===== src/rtl/midi_pkg.sv =====
// Shared MIDI message types and status codes used by the reader and the voice allocator.
package midi_pkg;

    localparam logic [3:0] MIDI_NOTE_OFF = 4'd0;
    localparam logic [3:0] MIDI_NOTE_ON  = 4'd1;

    typedef struct packed {
        logic [3:0] status;
        logic [7:0] note;
        logic [7:0] vel;
    } midi_msg_t;

    typedef enum logic [1:0] {IDLE, SCAN, COMMIT} alloc_state_t;

endpackage


===== src/rtl/midi_msg_skid.sv =====
// One-deep pending message buffer; a push while full (and not draining) is lost and flagged.
module midi_msg_skid
    import midi_pkg::*;
(
    input  logic      clk_in,
    input  logic      rst_in,
    input  logic      push_in,
    input  midi_msg_t msg_in,
    input  logic      pop_in,
    output midi_msg_t msg_out,
    output logic      pending_out,
    output logic      drop_out
);

    midi_msg_t msg_q;
    logic      full_q;
    logic      drop_q;

    always_ff @(posedge clk_in) begin
        if (!rst_in) begin
            msg_q  <= '0;
            full_q <= 1'b0;
            drop_q <= 1'b0;
        end else begin
            drop_q <= 1'b0;
            if (pop_in) begin
                full_q <= 1'b0;
            end
            // A push in the same cycle as the drain takes the freed slot.
            if (push_in) begin
                if (full_q && !pop_in) begin
                    drop_q <= 1'b1;
                end else begin
                    msg_q  <= msg_in;
                    full_q <= 1'b1;
                end
            end
        end
    end

    assign msg_out     = msg_q;
    assign pending_out = full_q;
    assign drop_out    = drop_q;

endmodule


===== src/rtl/midi_voice_allocator.sv =====
// Polyphonic voice allocator: serial scan for match/free/oldest voice, then a one-cycle commit.
module midi_voice_allocator
    import midi_pkg::*;
#(
    parameter int unsigned NUM_VOICES = 4,
    parameter int unsigned SEQ_W      = 8
) (
    input  logic                        clk_in,
    input  logic                        rst_in,
    input  logic [3:0]                  status_in,
    input  logic [7:0]                  data_byte1_in,
    input  logic [7:0]                  data_byte2_in,
    input  logic                        valid_in,
    output logic [NUM_VOICES-1:0][7:0]  voice_note_out,
    output logic [NUM_VOICES-1:0][7:0]  voice_vel_out,
    output logic [NUM_VOICES-1:0]       voice_gate_out,
    output logic [NUM_VOICES-1:0]       voice_trig_out,
    output logic                        busy_out,
    output logic                        drop_out
);

    localparam int unsigned IDX_W = $clog2(NUM_VOICES);

    alloc_state_t                      state_q, state_d;
    logic                              valid_q;
    midi_msg_t                         cls_msg, pend_msg, work_q;
    logic                              push, pop, pending;
    logic [IDX_W-1:0]                  idx_q, target;
    logic                              match_found_q, free_found_q;
    logic [IDX_W-1:0]                  match_idx_q, free_idx_q, oldest_idx_q;
    logic [SEQ_W-1:0]                  oldest_age_q, age, seq_q;
    logic [NUM_VOICES-1:0][SEQ_W-1:0]  voice_seq_q;
    logic [NUM_VOICES-1:0][7:0]        note_q, vel_q;
    logic [NUM_VOICES-1:0]             gate_q, trig_q;

    // Note-on with zero velocity is folded into note-off before buffering.
    always_comb begin
        cls_msg.note   = data_byte1_in & 8'h7F;
        cls_msg.vel    = data_byte2_in & 8'h7F;
        cls_msg.status = (status_in == MIDI_NOTE_ON && cls_msg.vel != 8'd0) ?
                         MIDI_NOTE_ON : MIDI_NOTE_OFF;
    end

    assign push = valid_in && !valid_q &&
                  (status_in == MIDI_NOTE_ON || status_in == MIDI_NOTE_OFF);
    assign pop  = (state_q == IDLE) && pending;

    midi_msg_skid u_skid (
        .clk_in      (clk_in),
        .rst_in      (rst_in),
        .push_in     (push),
        .msg_in      (cls_msg),
        .pop_in      (pop),
        .msg_out     (pend_msg),
        .pending_out (pending),
        .drop_out    (drop_out)
    );

    always_comb begin
        state_d = state_q;
        unique case (state_q)
            IDLE:    if (pending) state_d = SCAN;
            SCAN:    if (idx_q == IDX_W'(NUM_VOICES - 1)) state_d = COMMIT;
            COMMIT:  state_d = IDLE;
            default: state_d = IDLE;
        endcase
    end

    // Age is modular so the ordering survives the sequence counter wrapping.
    assign age    = seq_q - voice_seq_q[idx_q];
    assign target = match_found_q ? match_idx_q : (free_found_q ? free_idx_q : oldest_idx_q);

    always_ff @(posedge clk_in) begin
        if (!rst_in) begin
            state_q       <= IDLE;
            valid_q       <= 1'b0;
            work_q        <= '0;
            idx_q         <= '0;
            match_found_q <= 1'b0;
            free_found_q  <= 1'b0;
            match_idx_q   <= '0;
            free_idx_q    <= '0;
            oldest_idx_q  <= '0;
            oldest_age_q  <= '0;
            seq_q         <= '0;
            voice_seq_q   <= '0;
            note_q        <= '0;
            vel_q         <= '0;
            gate_q        <= '0;
            trig_q        <= '0;
        end else begin
            state_q <= state_d;
            valid_q <= valid_in;
            trig_q  <= '0;
            case (state_q)
                IDLE: begin
                    if (pending) begin
                        work_q        <= pend_msg;
                        idx_q         <= '0;
                        match_found_q <= 1'b0;
                        free_found_q  <= 1'b0;
                        match_idx_q   <= '0;
                        free_idx_q    <= '0;
                        oldest_idx_q  <= '0;
                        oldest_age_q  <= '0;
                    end
                end
                SCAN: begin
                    idx_q <= idx_q + 1'b1;
                    if (!match_found_q && gate_q[idx_q] && note_q[idx_q] == work_q.note) begin
                        match_found_q <= 1'b1;
                        match_idx_q   <= idx_q;
                    end
                    if (!free_found_q && !gate_q[idx_q]) begin
                        free_found_q <= 1'b1;
                        free_idx_q   <= idx_q;
                    end
                    if (age > oldest_age_q) begin
                        oldest_age_q <= age;
                        oldest_idx_q <= idx_q;
                    end
                end
                COMMIT: begin
                    if (work_q.status == MIDI_NOTE_ON) begin
                        note_q[target]      <= work_q.note;
                        vel_q[target]       <= work_q.vel;
                        gate_q[target]      <= 1'b1;
                        trig_q[target]      <= 1'b1;
                        voice_seq_q[target] <= seq_q;
                        seq_q               <= seq_q + 1'b1;
                    end else if (match_found_q) begin
                        gate_q[match_idx_q] <= 1'b0;
                    end
                end
                default: ;
            endcase
        end
    end

    assign voice_note_out = note_q;
    assign voice_vel_out  = vel_q;
    assign voice_gate_out = gate_q;
    assign voice_trig_out = trig_q;
    assign busy_out       = (state_q != IDLE);

endmodule


===== config.mk =====
export PLATFORM = sky130hd
export DESIGN_NAME = midi_voice_allocator
export DESIGN_NICKNAME = d
export VERILOG_FILES = /design/src/rtl/midi_pkg.sv /design/src/rtl/midi_msg_skid.sv /design/src/rtl/midi_voice_allocator.sv
export SDC_FILE = /design/constraint.sdc
export NUM_CORES = 1
export LEC_CHECK = 0
export CAP_MARGIN = 25
export CORE_MARGIN = 2
export CORE_UTILIZATION = 50
export CTS_CLUSTER_SIZE = 40
export DETAILED_ROUTE_END_ITERATION = 8
export GPL_ROUTABILITY_DRIVEN = 0
export PLACE_DENSITY = 0.74
export RECOVER_POWER = 50
export SYNTH_ARGS = -nofsm -noshare
export SYNTH_HDL_FRONTEND = slang
export SYNTH_SLANG_ARGS = --single-unit

===== constraint.sdc =====
create_clock -name clk_in -period 8 [get_ports clk_in]
set_clock_uncertainty 0.15 [all_clocks]
set_input_delay 1.2 -clock clk_in [delete_from_list [all_inputs] [get_ports clk_in]]
set_output_delay 1.2 -clock clk_in [all_outputs]
set_load 0.05 [all_outputs]

# [Word-level counts from Yosys, hierarchy flattened]
# Cells that the tools add are included.
[classes] n_addsub=3 n_lt_le_gt_ge=6 n_eq_ne=11 n_mux=43 n_bitwise=4 n_reduce_logical=33
[op_table] cell="$bwmux 32" count=3
[op_table] cell="$mux 8" count=5
[op_table] cell="$bmux 8 s2" count=2
[op_table] cell="$pmux 2 s2" count=5
[op_table] cell="$demux 8 s2" count=1
[op_table] cell="$mux 2" count=8
[op_table] cell="$pmux 8 s2" count=1
[op_table] cell="$reduce_and 2->1" count=7
[op_table] cell="$reduce_and 3->1" count=4
[op_table] cell="$mux 1" count=11
[op_table] cell="$logic_and 1x1->1" count=10
[op_table] cell="$lt 2x3->1 const B" count=3
[op_table] cell="$add 8x1->8 const B" count=1
[op_table] cell="$eq 4x1->1 const B" count=2
[op_table] cell="$eq 8x7->1" count=1
[op_table] cell="$gt 8x8->1" count=1
[op_table] cell="$mux 4" count=2
[op_table] cell="$ne 2x2->1 const B" count=4
[op_table] cell="$reduce_bool 8->1" count=1
[op_table] cell="$sub 8x8->8" count=1
[op_table] cell="$reduce_bool 2->1" count=3
[op_table] cell="$logic_not 1->1" count=5
[op_table] cell="$and 4x4->4" count=1
[op_table] cell="$demux 1 s2" count=2
[op_table] cell="other kinds (13)" count=16
[word_totals] regBits=171 word_cells=132

# [Depth between registers and ports, before layout]
# Gate-level depths: netlist of the first run.
[depth] word_depth=8 ltp_mapped=16

# [Cells and area by module]
# Synthesis of the first run repeated with hierarchy kept, for this count alone.
[hier_totals] hier_cells=836 area_unflattened_um2=7563.5
[by_module_without_submodules] mod="midi_voice_allocator" n_inst=1 cells_each=743 area_each_um2=6683.9 seq_area_each_um2=3062.9
[by_module_without_submodules] mod="midi_msg_skid" n_inst=1 cells_each=93 area_each_um2=879.6 seq_area_each_um2=440.4

# [Least setup slack after synthesis of the first run]
# OpenSTA, ideal clock, no wires.
[synth_path] kind="register -> register" from="register idx_q[0]" to="register oldest_idx_q[0]" setup_time_ns=0.072 arrival_time_ns=4.706 path_slack_ns=3.072 path_stages_with_launch=17 path_buffers=2 period_less_slack_ns=4.928 path_cell_list="dfxtp_1 -> buf_6 -> buf_1 -> mux4_2 -> inv_1 -> ha_1 -> nor2b_1 -> o2111a_1 -> or4b_2 -> and3_1 -> or2_2 -> ha_1 -> nand4_1 -> o21ai_0 -> nor2_1 -> nor3_2 -> mux2i_1"
[synth_via] elab_chain_len=6
[synth_lines] element="from (decl)" line="midi_voice_allocator.sv:28" source="logic [IDX_W-1:0] idx_q, target;"
[synth_lines] element="from (signal assigned)" line="midi_voice_allocator.sv:109" source="idx_q <= idx_q + 1'b1;"
[synth_lines] element="$bmux 8 s2" line="midi_voice_allocator.sv:70" source="assign age = seq_q - voice_seq_q[idx_q];"
[synth_lines] element="$mux 8 (not written as such)" line="midi_voice_allocator.sv:70"
[synth_lines] element="$sub 8x8->8" line="midi_voice_allocator.sv:70"
[synth_lines] element="$gt 8x8->1" line="midi_voice_allocator.sv:118" source="if (age > oldest_age_q) begin"
[synth_lines] element="$ne 2x2->1 (no source line)"
[synth_lines] element="$reduce_and 3->1 (no source line)"
[synth_lines] element="to (signal assigned)" line="midi_voice_allocator.sv:120" source="oldest_idx_q <= idx_q;"
[synth_lines] element="to (decl)" line="midi_voice_allocator.sv:30" source="logic [IDX_W-1:0] match_idx_q, free_idx_q, oldest_idx_q;"
# Several ways; a longest one is shown, not always the timed one. The select of a mux whose other input is x is not followed.
# A chain may end at the register's enable or synchronous reset.

# [Final worst setup path of the first run]
[layout_path] from="register idx_q[0]" to="register oldest_idx_q[1]"
[layout_via] elab_chain_len=6
[layout_lines] element="$bmux 8 s2" line="midi_voice_allocator.sv:70"
[layout_lines] element="$mux 8 (not written as such)" line="midi_voice_allocator.sv:70"
[layout_lines] element="$sub 8x8->8" line="midi_voice_allocator.sv:70"
[layout_lines] element="$gt 8x8->1" line="midi_voice_allocator.sv:118"
[layout_lines] element="$ne 2x2->1 (no source line)"
[layout_lines] element="$reduce_and 3->1 (no source line)"
# No other way between the ends. The select of a mux whose other input is x is not followed.

==> metrics, run 1 <==
CTS max path bufs 2; P&R area growth vs syn 22.6%; via count 5145; worst skew pair latency roughly 0.43 ns; Int Power about 1.3 mW; clock power share 0.496; Distinct cells, synth between 40 and 50; relative slew slack -0.288; R2R Path Start idx_q[0]; fin crit period approximately 6 ns; clk slew on worst S/H paths approximately 0.07 ns; final hold violation count 0; Worst Path Arrival 6.21 ns; Final nets around 800; cts bufs inserted 17; most common cell in the netlist dfxtp_1; RSZ-0062 raised after global routing false; htree depth 4; Die Wd between 100 and 150 um; CP bufs+invs 2; Critical Path RT 8.20 ns; Initial Utilization 0.512; routed wire length 15.6 mm; Top FF cell, synth dfxtp_1; buffer count from post-CTS setup fixing 0; vias in the first global route 4945; crit-path cells clkbuf_1 > mux4_2 > inv_1 > ha_1 > nor2b_1 > o2111a_1 > or4b_2 > and3_1 > or2_2 > ha_1 > nand4_1 > o21ai_0 > nor2_1 > nor3_2 > mux2i_1; Switching Fraction 0.226; register area ~3100 sq um; Critical Path Fanout Max 20; post-DP HPWL about 10 mm; crit start category flop; final critical-path share of the clock period 0.752; residual DRC count 0; Hold Startpoint u_skid.msg_out[12]; Avg WL per Cell around 16 um; peak supply drop roughly 0.00017 V; worst setup path start idx_q[0]; Power Total 1.64 mW; Root Buffer clkbuf_16; CTS tree yes; CP Class flop to flop; CP max-delay cell clkbuf_1; register area share after synthesis 0.463; input/output buffers 86; Logic pwr share 0.026; violated checks capacitance limit, slew limit; diodes inserted 0; Floorplan Core Area 13200 sq um; Multi-input gate area 3350 sq um; I/O Pins 97; Mapped Area a little under 7000 sq um; Die H ~120 um; Psw roughly 0.37 mW; dominant cell type by area after synthesis dfxtp_1; global route overflow 0; post-route setup TNS 0 ns; post_cts resized 0; Detail Route Antenna Nets 0; CTS Hold Buffers Added 0; Worst path top cell family by delay simple AND/OR/NAND/NOR gates; Global Route Usage Sum 0.221; row count 42; Post-synth EDFFs 0; asr flop ratio synth 0; Fmax between 150 and 200 MHz; drt pass-1 iters 5; most frequent CP cell ha_1; Mapped Cells between 600 and 700; routed wl met2 about 7.4 mm; die area approximately 15000 sq um; top cells by area, synth dfxtp_1 46%, mux2i_1 17%, nor2_1 7.2%; Leak Pwr 3.31 nW; Max Used Layer met4; Slew @ Worst Pin 1.92 ns; status finished with violations; largest net degree at the start of global routing 91; YS warnings 0; first-pass GRT wire length roughly 25 mm; CP peak stage delay about 1.1 ns; via/cell ratio 5.39; max-cap violations 2; post-route design area a little over 8000 sq um; final setup fails 0; Fillers about 1100; met3 wire length 698 um; post-route insts no fill 954; placed cells between 900 and 1000; Post-Syn Area per Cell between 9 and 10 sq um; pwr dens 198 nW/um^2; clk sinks between 150 and 200; Min-Delay Path Class flop to flop; share of cells above drive strength 1 0.0720; most frequent cells after synthesis 157 x dfxtp_1, 130 x nor2_1, 114 x mux2i_1, 52 x nand2_1, 34 x a21oi_1; count of state elements after synthesis ~160; Final Max Slew Viols 79; Met1 Wirelength 7.32 mm; drt first-iter violations about 380; share of the synthesized area in the top cell type 0.463; initial antenna violation count 0; placed cell area 7720 sq um; Critical Path Sink Type flop; Seq pwr share 0.478
## final cells by class
class / instances / area share
multi-input cells: 473 / 0.403
flip-flops and latches: 157 / 0.378
repair buffers: 94 / 0.110
clock buffers: 18 / 0.0528
well taps: 176 / 0.0265
clock inverters: 14 / 0.0190
inverters: 22 / 0.0101
## power groups by stage
stage                     clock network, mW  registers (mW)  logic (mW)
after floorplan                           0           0.802      0.0310
after global placement                    0           0.802      0.0425
after detailed placement                  0           0.802      0.0432
after CTS                             0.822           0.785      0.0433
after global routing                  0.856           0.785      0.0459
final                                 0.814           0.785      0.0431
## per-stage QoR
stage	setup slack, ns	hold slack (ns)	utilization
detailed placement	2.89	0.298	0.583
global route	1.65	0.324	0.628
floorplan	3.07	0.282	-
global placement	3.00	0.289	0.583
CTS	2.84	0.304	0.628
finish	1.98	0.304	0.628
## kinds of logic after synthesis
logic type | Yosys count | synth area share
buf+inv | 72 | 0.0472
fa+ha+maj | 18 | 0.0343
mux | 130 | 0.226
flops | 157 | 0.463
compound gates | 54 | 0.0454
xor+xnor | 19 | 0.0245
simple gates | 244 | 0.158
other cells | 1 | 0.000553
## worst reg2reg max path: stages, from the launching register on
cell and delay (ns):
dfxtp_1 0.35, clkbuf_1 1.14, mux4_2 0.64, inv_1 0.11, ha_1 0.23, nor2b_1 0.14, o2111a_1 0.25, or4b_2 0.65
and3_1 0.20, or2_2 0.28, ha_1 0.30, nand4_1 0.11, o21ai_0 0.23, nor2_1 0.16, nor3_2 0.69, mux2i_1 0.30
## metal layers
metal  vias to the layer above  track usage
li1                       2510            -
met1                      2480        0.298
met2                       133        0.347
met3                        22       0.0453
met4                         0       0.0872
met5                         -            0
## flip-flops by register name, indices dropped and copies added (netlist names), 4 cells and up
register / cells
oldest_age_q: 8
seq_q: 8
u_skid.msg_out: 15
voice_gate_out: 4
voice_note_out: 28
voice_seq_q: 32
voice_trig_out: 4
voice_vel_out: 28
work_q: 15
## cells in the final DEF (no fill, tap or decap), types with 5 or more instances in the layout
| cell type | netlist | layout |
|---|---|---|
| dfxtp_1 | 157 | 157 |
| nor2_1 | 130 | 126 |
| mux2i_1 | 114 | 114 |
| dlygate4sd3_1 | 0 | 65 |
| nand2_1 | 52 | 53 |
| a21oi_1 | 34 | 34 |
| inv_1 | 22 | 21 |
| clkdlybuf4s50_1 | 0 | 21 |
| ha_1 | 17 | 17 |
| clkbuf_16 | 0 | 17 |
| nand3_1 | 16 | 16 |
| xnor2_1 | 11 | 11 |
| mux4_1 | 9 | 9 |
| nor3_1 | 8 | 8 |
| xor2_1 | 8 | 8 |
| conb_1 | 1 | 8 |
| mux4_2 | 7 | 7 |
| o21ai_0 | 7 | 7 |
| buf_4 | 8 | 7 |
| nand4_1 | 6 | 6 |
| o21a_1 | 5 | 5 |
## worst paths after layout
| check | to | slack [ns] | cells after the start |
|---|---|---|---|
| worst max-delay path | oldest_idx_q[1] | 1.98 | 15 |
| worst min-delay path | work_q[12] | 0.30 | 2 |
| worst max register to register | oldest_idx_q[1] | 1.98 | 15 |
| worst min register to register | work_q[12] | 0.30 | 2 |
Power figures use the tool's default switching activity.
==> run 2: changes to the inputs <==
==> constraint.sdc (replaced) <==
create_clock -name clk_in -period 6.01 [get_ports clk_in]
set_clock_uncertainty 0.15 [all_clocks]
set_input_delay 0.9015 -clock clk_in [delete_from_list [all_inputs] [get_ports clk_in]]
set_output_delay 0.9015 -clock clk_in [all_outputs]
set_load 0.05 [all_outputs]
==> metrics, run 2 (synthesis gave the netlist of run 1 again) <==
pwr dens approximately 270 nW/um^2; RSZ-0062 raised after global routing false; setup slack at placement 1.00 ns; routed wire length between 15 and 20 mm; max-cap violations 1; CP Class input pin to flop; worst skew pair latency roughly 0.43 ns; Slew @ Worst Pin about 3.7 ns; vias in the first global route between 5000 and 6000; Worst path top cell family by delay buffers and inverters; Leak Pwr 3.30 nW; Reg2Reg Setup Slack about 0.92 ns; Avg WL per Cell approximately 17 um; CTS tree yes; Worst Path Arrival around 5.4 ns; Critical Path Fanout Max 104; final critical-path share of the clock period 0.878; status finished with violations; Final Util 0.632; max reg flops 32; crit start category input pin; input/output buffers 86; I/O Pins 97; first-pass GRT wire length between 20 and 30 mm; post-DP HPWL between 10 and 15 mm; commonest cells after routing, fill and taps aside 157 x dfxtp_1, 126 x nor2_1, 114 x mux2i_1, 53 x dlygate4sd3_1, 52 x nand2_1; htree depth 4; Final Max Slew Viols 105; Die Wd 120 um; clk sinks between 150 and 200; post_cts resized 0; diodes inserted 0; Die H 120 um; via count 5147; Critical Path RT roughly 6 ns; Fmax about 190 MHz; Global Route Usage Sum 0.231; violated checks capacitance limit, slew limit; peak supply drop 0.000184 V; largest net degree at the start of global routing around 110; post-route setup slack around 0.73 ns; Biggest register voice_seq_q; via/cell ratio between 5 and 6; worst hold slack ~0.31 ns; post-route setup TNS 0 ns; CP max-delay cell dlymetal6s2s_1; commonest non-fill, non-tap cell in the layout dfxtp_1; crit-path cells dlygate4sd3_1 > clkinvlp_2 > dlymetal6s2s_1 > buf_4 > nor2_1; Min-Delay Path Class flop to flop; Root Buffer clkbuf_16; Fillers approximately 1100; die area approximately 15000 sq um; global route overflow 0; drt first-iter violations ~350; residual DRC count 0; clk slew on worst S/H paths approximately 0.060 ns; P&R area growth vs syn 23.4%; cts bufs inserted 17; Critical Path Sink Type flop; buffer count from post-CTS setup fixing 0; Initial Utilization 0.512; final hold violation count 0; Detail Route Antenna Nets 0; CTS Hold Buffers Added 0; drt pass-1 iters 4; row count 42; final setup fails 0; CTS max path bufs 2; initial antenna violation count 0; fin crit period approximately 5.3 ns; CP peak stage delay 2.65 ns; share of cells above drive strength 1 0.0745; relative slew slack -1.49; Final nets between 800 and 900; CP bufs+invs 4; Floorplan Core Area 13200 sq um
run 2: layout make-up:
class / count / area [sq um] / area share
clock buffer: 21 / 480 / 0.0574
clock inverter: 11 / 151 / 0.0181
inverter: 22 / 83.8 / 0.0100
multi-input combinational: 473 / 3360 / 0.401
sequential: 157 / 3140 / 0.376
tap: 176 / 220 / 0.0263
timing repair buffer: 95 / 933 / 0.112
run 2: final timing paths:
check / from / endpoint / depth (start not counted)
max reg2reg: idx_q[0] / oldest_idx_q[1] / 14
min reg2reg: u_skid.msg_out[16] / work_q[16] / 2
max: rst_in / voice_vel_out[4] / 5
min: u_skid.msg_out[16] / work_q[16] / 2
run 2: per-layer routing:
metal | global-route usage | vias up | wire (um)
li1 | - | 2500 | -
met3 | 0.0575 | 30 | 925
met2 | 0.371 | 154 | 7710
met1 | 0.299 | 2463 | 7240
met4 | 0.0967 | 0 | 338
met5 | 0 | - | 0
run 2: power by group:
group / leakage [nW] / total [mW] / internal (mW) / switching, mW
combinational: 1.72 / 0.0579 / 0.0185 / 0.0394
clock: 0.311 / 1.14 / 0.702 / 0.435
sequential: 1.26 / 1.05 / 1.04 / 0.00211
run 2: worst reg2reg max path: stages (launching register included):
cell      delay (ns)
dfxtp_1         0.60
mux4_2          0.56
inv_1           0.11
ha_1            0.23
nor2b_1         0.14
o2111a_1        0.24
or4b_2          0.65
and3_1          0.20
or2_2           0.28
ha_1            0.31
nand4_1         0.14
o21ai_0         0.30
nor2_1          0.19
nor3_2          0.66
mux2i_1         0.27
run 2: per-stage QoR:
step	total power, mW	cells	cell area, sq um
after CTS	2.25	954	8360
after global placement	1.12	922	7720
after detailed placement	1.13	922	7720
final	2.24	955	8370
after global routing	2.30	955	8370
after floorplan	1.11	702	6810
